### src/rtl/bin2bcd_seq_if.sv
// bin2bcd_seq_if: START/BIN request side and BUSY/DONE/BCD/OVF result side of the converter.
// BIN2BCD_SEG_EN adds the registered 7-segment field SEG.
interface bin2bcd_seq_if #(
  parameter int BIN_W = 8,
  parameter int DIG   = 3
);
  logic             START;
  logic [BIN_W-1:0] BIN;
  logic             BUSY;
  logic             DONE;
  logic [4*DIG-1:0] BCD;
  logic             OVF;
`ifdef BIN2BCD_SEG_EN
  logic [7*DIG-1:0] SEG;

  modport master (output START, BIN, input BUSY, DONE, BCD, OVF, SEG);
  modport slave  (input START, BIN, output BUSY, DONE, BCD, OVF, SEG);
`else
  modport master (output START, BIN, input BUSY, DONE, BCD, OVF);
  modport slave  (input START, BIN, output BUSY, DONE, BCD, OVF);
`endif
endinterface

### src/rtl/bin2bcd_seq.sv
// bin2bcd_seq: double-dabble binary->BCD, one shift per clock, DONE BIN_W clocks after the accepting edge.
// START is ignored (not queued) while busy or in DONE; BIN2BCD_SEG_EN adds the SEG display output.
module bin2bcd_seq #(
  parameter int BIN_W = 8,
  parameter int DIG   = 3
) (
  input  logic          CLOCK_50,
  input  logic          RST_N,
  bin2bcd_seq_if.slave  bus
);

  localparam int CW = $clog2(BIN_W + 1);
  localparam int BW = 4 * DIG;

  typedef enum logic [1:0] {
    S_IDLE,
    S_SHIFT,
    S_DONE
  } state_t;

  state_t           state;
  logic [BIN_W-1:0] shreg;
  logic [BW-1:0]    work;
  logic             ovf_acc;
  logic [CW-1:0]    cnt;
  logic             busy_q;
  logic             done_q;
  logic [BW-1:0]    bcd_q;
  logic             ovf_q;

  logic [BW-1:0]    adj;
  logic [BW-1:0]    work_nxt;
  logic             bit_out;
  logic             ovf_fin;

  // Add-3 on every digit >= 5 so the following doubling carries correctly into the next digit.
  always_comb begin
    adj = work;
    for (int i = 0; i < DIG; i++) begin
      if (work[4*i +: 4] >= 4'd5) begin
        adj[4*i +: 4] = work[4*i +: 4] + 4'd3;
      end
    end
  end

  assign work_nxt = {adj[BW-2:0], shreg[BIN_W-1]};
  assign bit_out  = adj[BW-1];
  assign ovf_fin  = ovf_acc | bit_out;

`ifdef BIN2BCD_SEG_EN
  logic [7*DIG-1:0] seg_q;
  logic [7*DIG-1:0] seg_nxt;
  logic             lead_blank;

  function automatic logic [6:0] seg_code(input logic [3:0] d);
    case (d)
      4'd0:    seg_code = 7'b000_0001;
      4'd1:    seg_code = 7'b100_1111;
      4'd2:    seg_code = 7'b001_0010;
      4'd3:    seg_code = 7'b000_0110;
      4'd4:    seg_code = 7'b100_1100;
      4'd5:    seg_code = 7'b010_0100;
      4'd6:    seg_code = 7'b010_0000;
      4'd7:    seg_code = 7'b000_1111;
      4'd8:    seg_code = 7'b000_0000;
      4'd9:    seg_code = 7'b000_1100;
      default: seg_code = 7'b111_1111;
    endcase
  endfunction

  // Walk from the top digit down; blanking stops at the first nonzero digit, and the ones digit always shows.
  always_comb begin
    seg_nxt    = '1;
    lead_blank = 1'b1;
    if (!ovf_fin) begin
      for (int i = DIG - 1; i >= 0; i--) begin
        if ((work_nxt[4*i +: 4] != 4'd0) || (i == 0)) begin
          lead_blank = 1'b0;
        end
        seg_nxt[7*i +: 7] = lead_blank ? 7'b111_1111 : seg_code(work_nxt[4*i +: 4]);
      end
    end
  end

  assign bus.SEG = seg_q;
`endif

  always_ff @(posedge CLOCK_50 or negedge RST_N) begin
    if (!RST_N) begin
      state   <= S_IDLE;
      shreg   <= '0;
      work    <= '0;
      ovf_acc <= 1'b0;
      cnt     <= '0;
      busy_q  <= 1'b0;
      done_q  <= 1'b0;
      bcd_q   <= '0;
      ovf_q   <= 1'b0;
`ifdef BIN2BCD_SEG_EN
      seg_q   <= '1;
`endif
    end else begin
      case (state)
        S_IDLE: begin
          done_q <= 1'b0;
          if (bus.START) begin
            shreg   <= bus.BIN;
            work    <= '0;
            ovf_acc <= 1'b0;
            cnt     <= CW'(BIN_W);
            busy_q  <= 1'b1;
            state   <= S_SHIFT;
          end
        end
        S_SHIFT: begin
          work    <= work_nxt;
          shreg   <= {shreg[BIN_W-2:0], 1'b0};
          ovf_acc <= ovf_fin;
          cnt     <= cnt - 1'b1;
          // Final shift: publish the post-step digits directly so the result lands on this edge.
          if (cnt == CW'(1)) begin
            bcd_q  <= work_nxt;
            ovf_q  <= ovf_fin;
`ifdef BIN2BCD_SEG_EN
            seg_q  <= seg_nxt;
`endif
            busy_q <= 1'b0;
            done_q <= 1'b1;
            state  <= S_DONE;
          end
        end
        S_DONE: begin
          done_q <= 1'b0;
          state  <= S_IDLE;
        end
        default: begin
          busy_q <= 1'b0;
          done_q <= 1'b0;
          state  <= S_IDLE;
        end
      endcase
    end
  end

  assign bus.BUSY = busy_q;
  assign bus.DONE = done_q;
  assign bus.BCD  = bcd_q;
  assign bus.OVF  = ovf_q;

  // Every working digit must remain a legal decimal digit after each step.
  for (genvar g = 0; g < DIG; g++) begin : g_digit_chk
    digit_ok: assert property (@(posedge CLOCK_50) disable iff (!RST_N) work[4*g +: 4] <= 4'd9);
  end

endmodule
### src/flat_wrapper.sv
// flat-port wrapper written by rule: the top's interface ports become plain ports
module bin2bcd_seq_flat 
#(
  parameter int BIN_W = 8,
  parameter int DIG   = 3
)
  (CLOCK_50, RST_N, bus_START, bus_BIN, bus_BUSY, bus_DONE, bus_BCD, bus_OVF);
  bin2bcd_seq_if #(.BIN_W(BIN_W), .DIG(DIG)) bus_i ();
  input  logic CLOCK_50;
  input  logic RST_N;
  input wire logic [$bits(bus_i.START)-1:0] bus_START;
  input wire logic [$bits(bus_i.BIN)-1:0] bus_BIN;
  output wire logic [$bits(bus_i.BUSY)-1:0] bus_BUSY;
  output wire logic [$bits(bus_i.DONE)-1:0] bus_DONE;
  output wire logic [$bits(bus_i.BCD)-1:0] bus_BCD;
  output wire logic [$bits(bus_i.OVF)-1:0] bus_OVF;
  assign bus_i.START = bus_START;
  assign bus_i.BIN = bus_BIN;
  assign bus_BUSY = bus_i.BUSY;
  assign bus_DONE = bus_i.DONE;
  assign bus_BCD = bus_i.BCD;
  assign bus_OVF = bus_i.OVF;
  bin2bcd_seq #(.BIN_W(BIN_W), .DIG(DIG)) u_core (.CLOCK_50(CLOCK_50), .RST_N(RST_N), .bus(bus_i));
endmodule
### config.mk
export PLATFORM = sky130hd
export DESIGN_NAME = bin2bcd_seq_flat
export DESIGN_NICKNAME = d
export VERILOG_FILES = /design/src/rtl/bin2bcd_seq_if.sv /design/src/rtl/bin2bcd_seq.sv /design/src/flat_wrapper.sv
export SDC_FILE = /design/constraint.sdc
export NUM_CORES = 1
export LEC_CHECK = 0
export CAP_MARGIN = 20
export CORE_AREA = 2 2 63 65
export CTS_CLUSTER_SIZE = 14
export DETAILED_ROUTE_END_ITERATION = 7
export DIE_AREA = 0 0 65 67
export HOLD_SLACK_MARGIN = 0.1
export PLACE_DENSITY_LB_ADDON = 0.05
export SLEW_MARGIN = 20
export SYNTH_ARGS = -nofsm -noshare
export SYNTH_HDL_FRONTEND = slang
export SYNTH_SLANG_ARGS = --single-unit
### constraint.sdc
create_clock -name CLOCK_50 -period 4 [get_ports CLOCK_50]
set_input_delay 0.8 -clock CLOCK_50 [delete_from_list [all_inputs] [get_ports CLOCK_50]]
set_output_delay 0.8 -clock CLOCK_50 [all_outputs]
set_load 0.05 [all_outputs]
==> metrics.md <==
| Metric | Value |
|---|---|
| Mean Syn Cell Area | `9.90 µm²` |
| CP Launch Type | `flop` |
| Grt total ovfl | `0` |
| CTS clk-pin slew, worst paths | `80 ps` |
| Slowest CP cell | `clkdlybuf4s50_1` |
| WP buf/inv | `1` |
| Initial antenna violation count | `0` |
| Routability congestion estimate | `0.771` |
| CTS tree | `built` |
| Final hold violations | `0` |
| Vias/cell | `5.41` |
| Setup Buffers After CTS | `0` |
| Leak pwr | `1.06 nW` |
| Post-synthesis sequential area ratio | `0.520` |
| Htree depth | `2` |
| Tot Pwr | `~2.2 mW` |
| Core area | `3610 µm²` |
| DRT Pass-1 Iters | `4` |
| First-pass GRT wire length | `6.51 mm` |
| WL met1 | `1.69 mm` |
| DR WL met3 | `143 µm` |
| Post-synthesis xor/xnor area fraction | `0.0130` |
| Placed insts | `268` |
| Layout cells sized above 1 | `0.0877` |
| Diodes inserted | `0` |
| Clk_lat worst skew | `290 ps` |
| Maxcap violations | `0` |
| Wire per inst | `13.6 µm` |
| Ports | `26` |
| TNS Setup | `0 ps` |
| Leading cell types in the layout, fill and taps excluded | `42 x dfrtp_1, 32 x nand2_1, 28 x o21ai_1` |
| Final worst-path cycle share | `0.568` |
| Die H | `67 µm` |
| Number of global-route vias before repair | `1466` |
| Starting Density | `0.560` |
| FP Rows | `22` |
| Post-Synth Adder-Cell Area | `0.0496` |
| Die Area | `4360 µm²` |
| DRC viols | `0` |
| # port buffers | `25` |
| Clk Tree Root Cell | `clkbuf_8` |
| Worst Clk Skew | `10.1 ps` |
| WL met2 | `1.85 mm` |
| #FFs+latches synth | `42` |
| CP required | `~3200 ps` |
| Max incr delay on CP | `between 800 and 900 ps` |
| Post-DP HPWL | `2.67 mm` |
| Unrepaired setup endpoints after global routing | `false` |
| Post-synthesis mux area share | `0.0297` |
| Clock buffer depth | `2` |
| DR iter-0 viols | `59` |
| Critical path arrival | `approximately 1500 ps` |
| Simple logic cell fraction of the synthesized area | `0.157` |
| Max-slew violations | `0` |
| Mapped cell area | `2020 µm²` |
| Status | `finished clean` |
| Synth Area in Compound Gates | `0.185` |
| Critical path peak fanout | `3` |
| Largest net degree at the start of global routing | `43` |
| Minimum clock period | `roughly 2300 ps` |
| Post-CTS sizing | `0` |
| Net Sw Frac | `0.433` |
| Worst slew margin | `0.391` |
| FMAX | `~0.44 GHz` |
| CTS sink cnt | `42` |
| Combinational power share | `0.482` |
| Crit end category | `output port` |
| Die Width | `65 µm` |
| DRT antenna net count | `0` |
| Num CTS Buffers | `5` |
| Cell variety after synth | `32` |
| Worst path cell trace | `clkdlybuf4s50_1` |
| Highest Signal Layer | `met4` |
| P_int | `roughly 1.2 mW` |
| PD cells | `between 900 and 1000 nW/µm²` |
| Largest family of logic cells by synthesized area | `compound AO/OA/AOI/OAI gates` |
| Peak VDD IR | `roughly 0.40 mV` |
| CTS Hold Bufs | `0` |
| Post-Synthesis Cells | `204` |
| Via Count | `1493` |
| Clk pwr share | `0.151` |
| GR Util All Layers | `0.201` |
| Final setup vio count | `0` |
| Synth warn | `0` |
| Top Family by Delay on Critical Path | `buffers and inverters` |
| Reg power frac | `0.367` |
| Drt total wl | `3.77 mm` |
| Commonest non-fill, non-tap cell in the layout | `dfrtp_1` |
| P_sw | `0.930 mW` |
| Worst-margin pin slew | `913 ps` |
| Non-filler cells, final | `276` |
| Min-delay worst type | `reg -> reg` |
| Area Growth Syn to Fin | `17.8%` |
| Crit path kind | `reg -> out` |
| Count of filler cells inserted in the layout | `292` |
| Post-Synthesis Net Count | `223` |
| Nets | `246` |
==> state kept, by name, summed over array words and instances, names as in the netlist <==
| register | count |
|---|---|
| u_core.bus.BCD | 12 |
| u_core.work | 12 |
| u_core.shreg | 8 |
| u_core.cnt | 4 |
| u_core.state | 2 |
| u_core.bus.BUSY | 1 |
| u_core.bus.DONE | 1 |
| u_core.bus.OVF | 1 |
| u_core.ovf_acc | 1 |
==> cell families (layout without fill, tap and decap cells) <==
logic type               Yosys count  after routing
AO/OA/AOI/OAI                     66             66
multiplexers                       5              5
XOR/XNOR                           3              3
buffers and inverters             20             44
AND/OR/NAND/NOR                   60             60
adder cells (fa/ha/maj)            8              8
flip-flops                        42             42
==> final timing paths <==
path | slack [ps] | start | depth (start not counted) | endpoint
max | 1730 | u_core.bus.BUSY | 1 | bus_BUSY
max in group asynchronous | 2810 | RST_N | 1 | u_core.bus.BCD[8]
min in group asynchronous | 630 | RST_N | 1 | u_core.bus.BCD[1]
max reg2reg | 2090 | u_core.state[0] | 3 | u_core.cnt[3]
min | 480 | u_core.bus.BCD[3] | 2 | u_core.bus.BCD[3]
min reg2reg | 480 | u_core.bus.BCD[3] | 2 | u_core.bus.BCD[3]
==> layer usage <==
metal	vias to the layer above	global-route usage
li1	746	-
met4	0	0.0824
met5	-	0
met1	700	0.236
met2	37	0.352
met3	10	0.0507
==> layout make-up <==
cell class                 instances  area [µm²]  share of cell area
clock buffer                       7        76.3              0.0321
tap                               48        60.1              0.0252
sequential                        42        1050               0.442
timing repair buffer              25         245               0.103
inverter                          11        41.3              0.0174
multi-input combinational        142         876               0.368
clock inverter                     1        30.0              0.0126
==> synthesized netlist by cell type <==
library cell	count	area, µm²
a21oi_1	18	90.1
a22o_1	5	43.8
a22oi_1	1	7.51
a2bb2oi_1	1	8.76
a31o_2	3	26.3
a31oi_1	1	6.26
and2b_1	1	7.51
and3b_1	6	52.6
buf_2	5	25.0
buf_4	1	7.51
buf_6	1	11.3
clkbuf_1	2	7.51
dfrtp_1	42	1050
ha_1	8	100
inv_1	9	33.8
inv_2	2	7.51
mux2_2	4	45.0
mux2_4	1	15.0
nand2_1	32	120
nand2_2	1	6.26
nand2b_1	3	18.8
nand3_1	1	5.00
nor2_1	5	18.8
nor2b_1	3	18.8
nor3_1	1	5.00
nor3b_1	6	45.0
nor3b_4	1	18.8
o21ai_0	7	35.0
o21ai_1	28	140
o21ai_2	1	8.76
o22ai_1	1	6.26
xnor2_1	3	26.3
==> power by group through the flow <==
stage                     clock [mW]  combinational, mW  sequential, mW
after floorplan                    0              0.604           0.950
after global placement             0              0.993           0.782
after detailed placement           0               1.04           0.797
after CTS                      0.335               1.04           0.789
after global routing           0.354               1.14           0.820
final                          0.325               1.04           0.789
==> tightest hold or removal path: cells and delay by family, from the launching register on <==
family	cells	cell delay, ps
simple gates	1	50
compound gates	1	60
flops	1	350
==> metrics by stage <==
stage	cell area (µm²)	setup slack [ps]	hold slack [ps]	util
floorplan	2020	2510	450	-
global placement	2270	1480	466	0.630
detailed placement	2270	1410	474	0.630
CTS	2380	1710	493	0.660
global route	2380	1580	511	0.660
finish	2380	1730	485	0.660
Note: power is estimated with default switching activity, not from simulation.
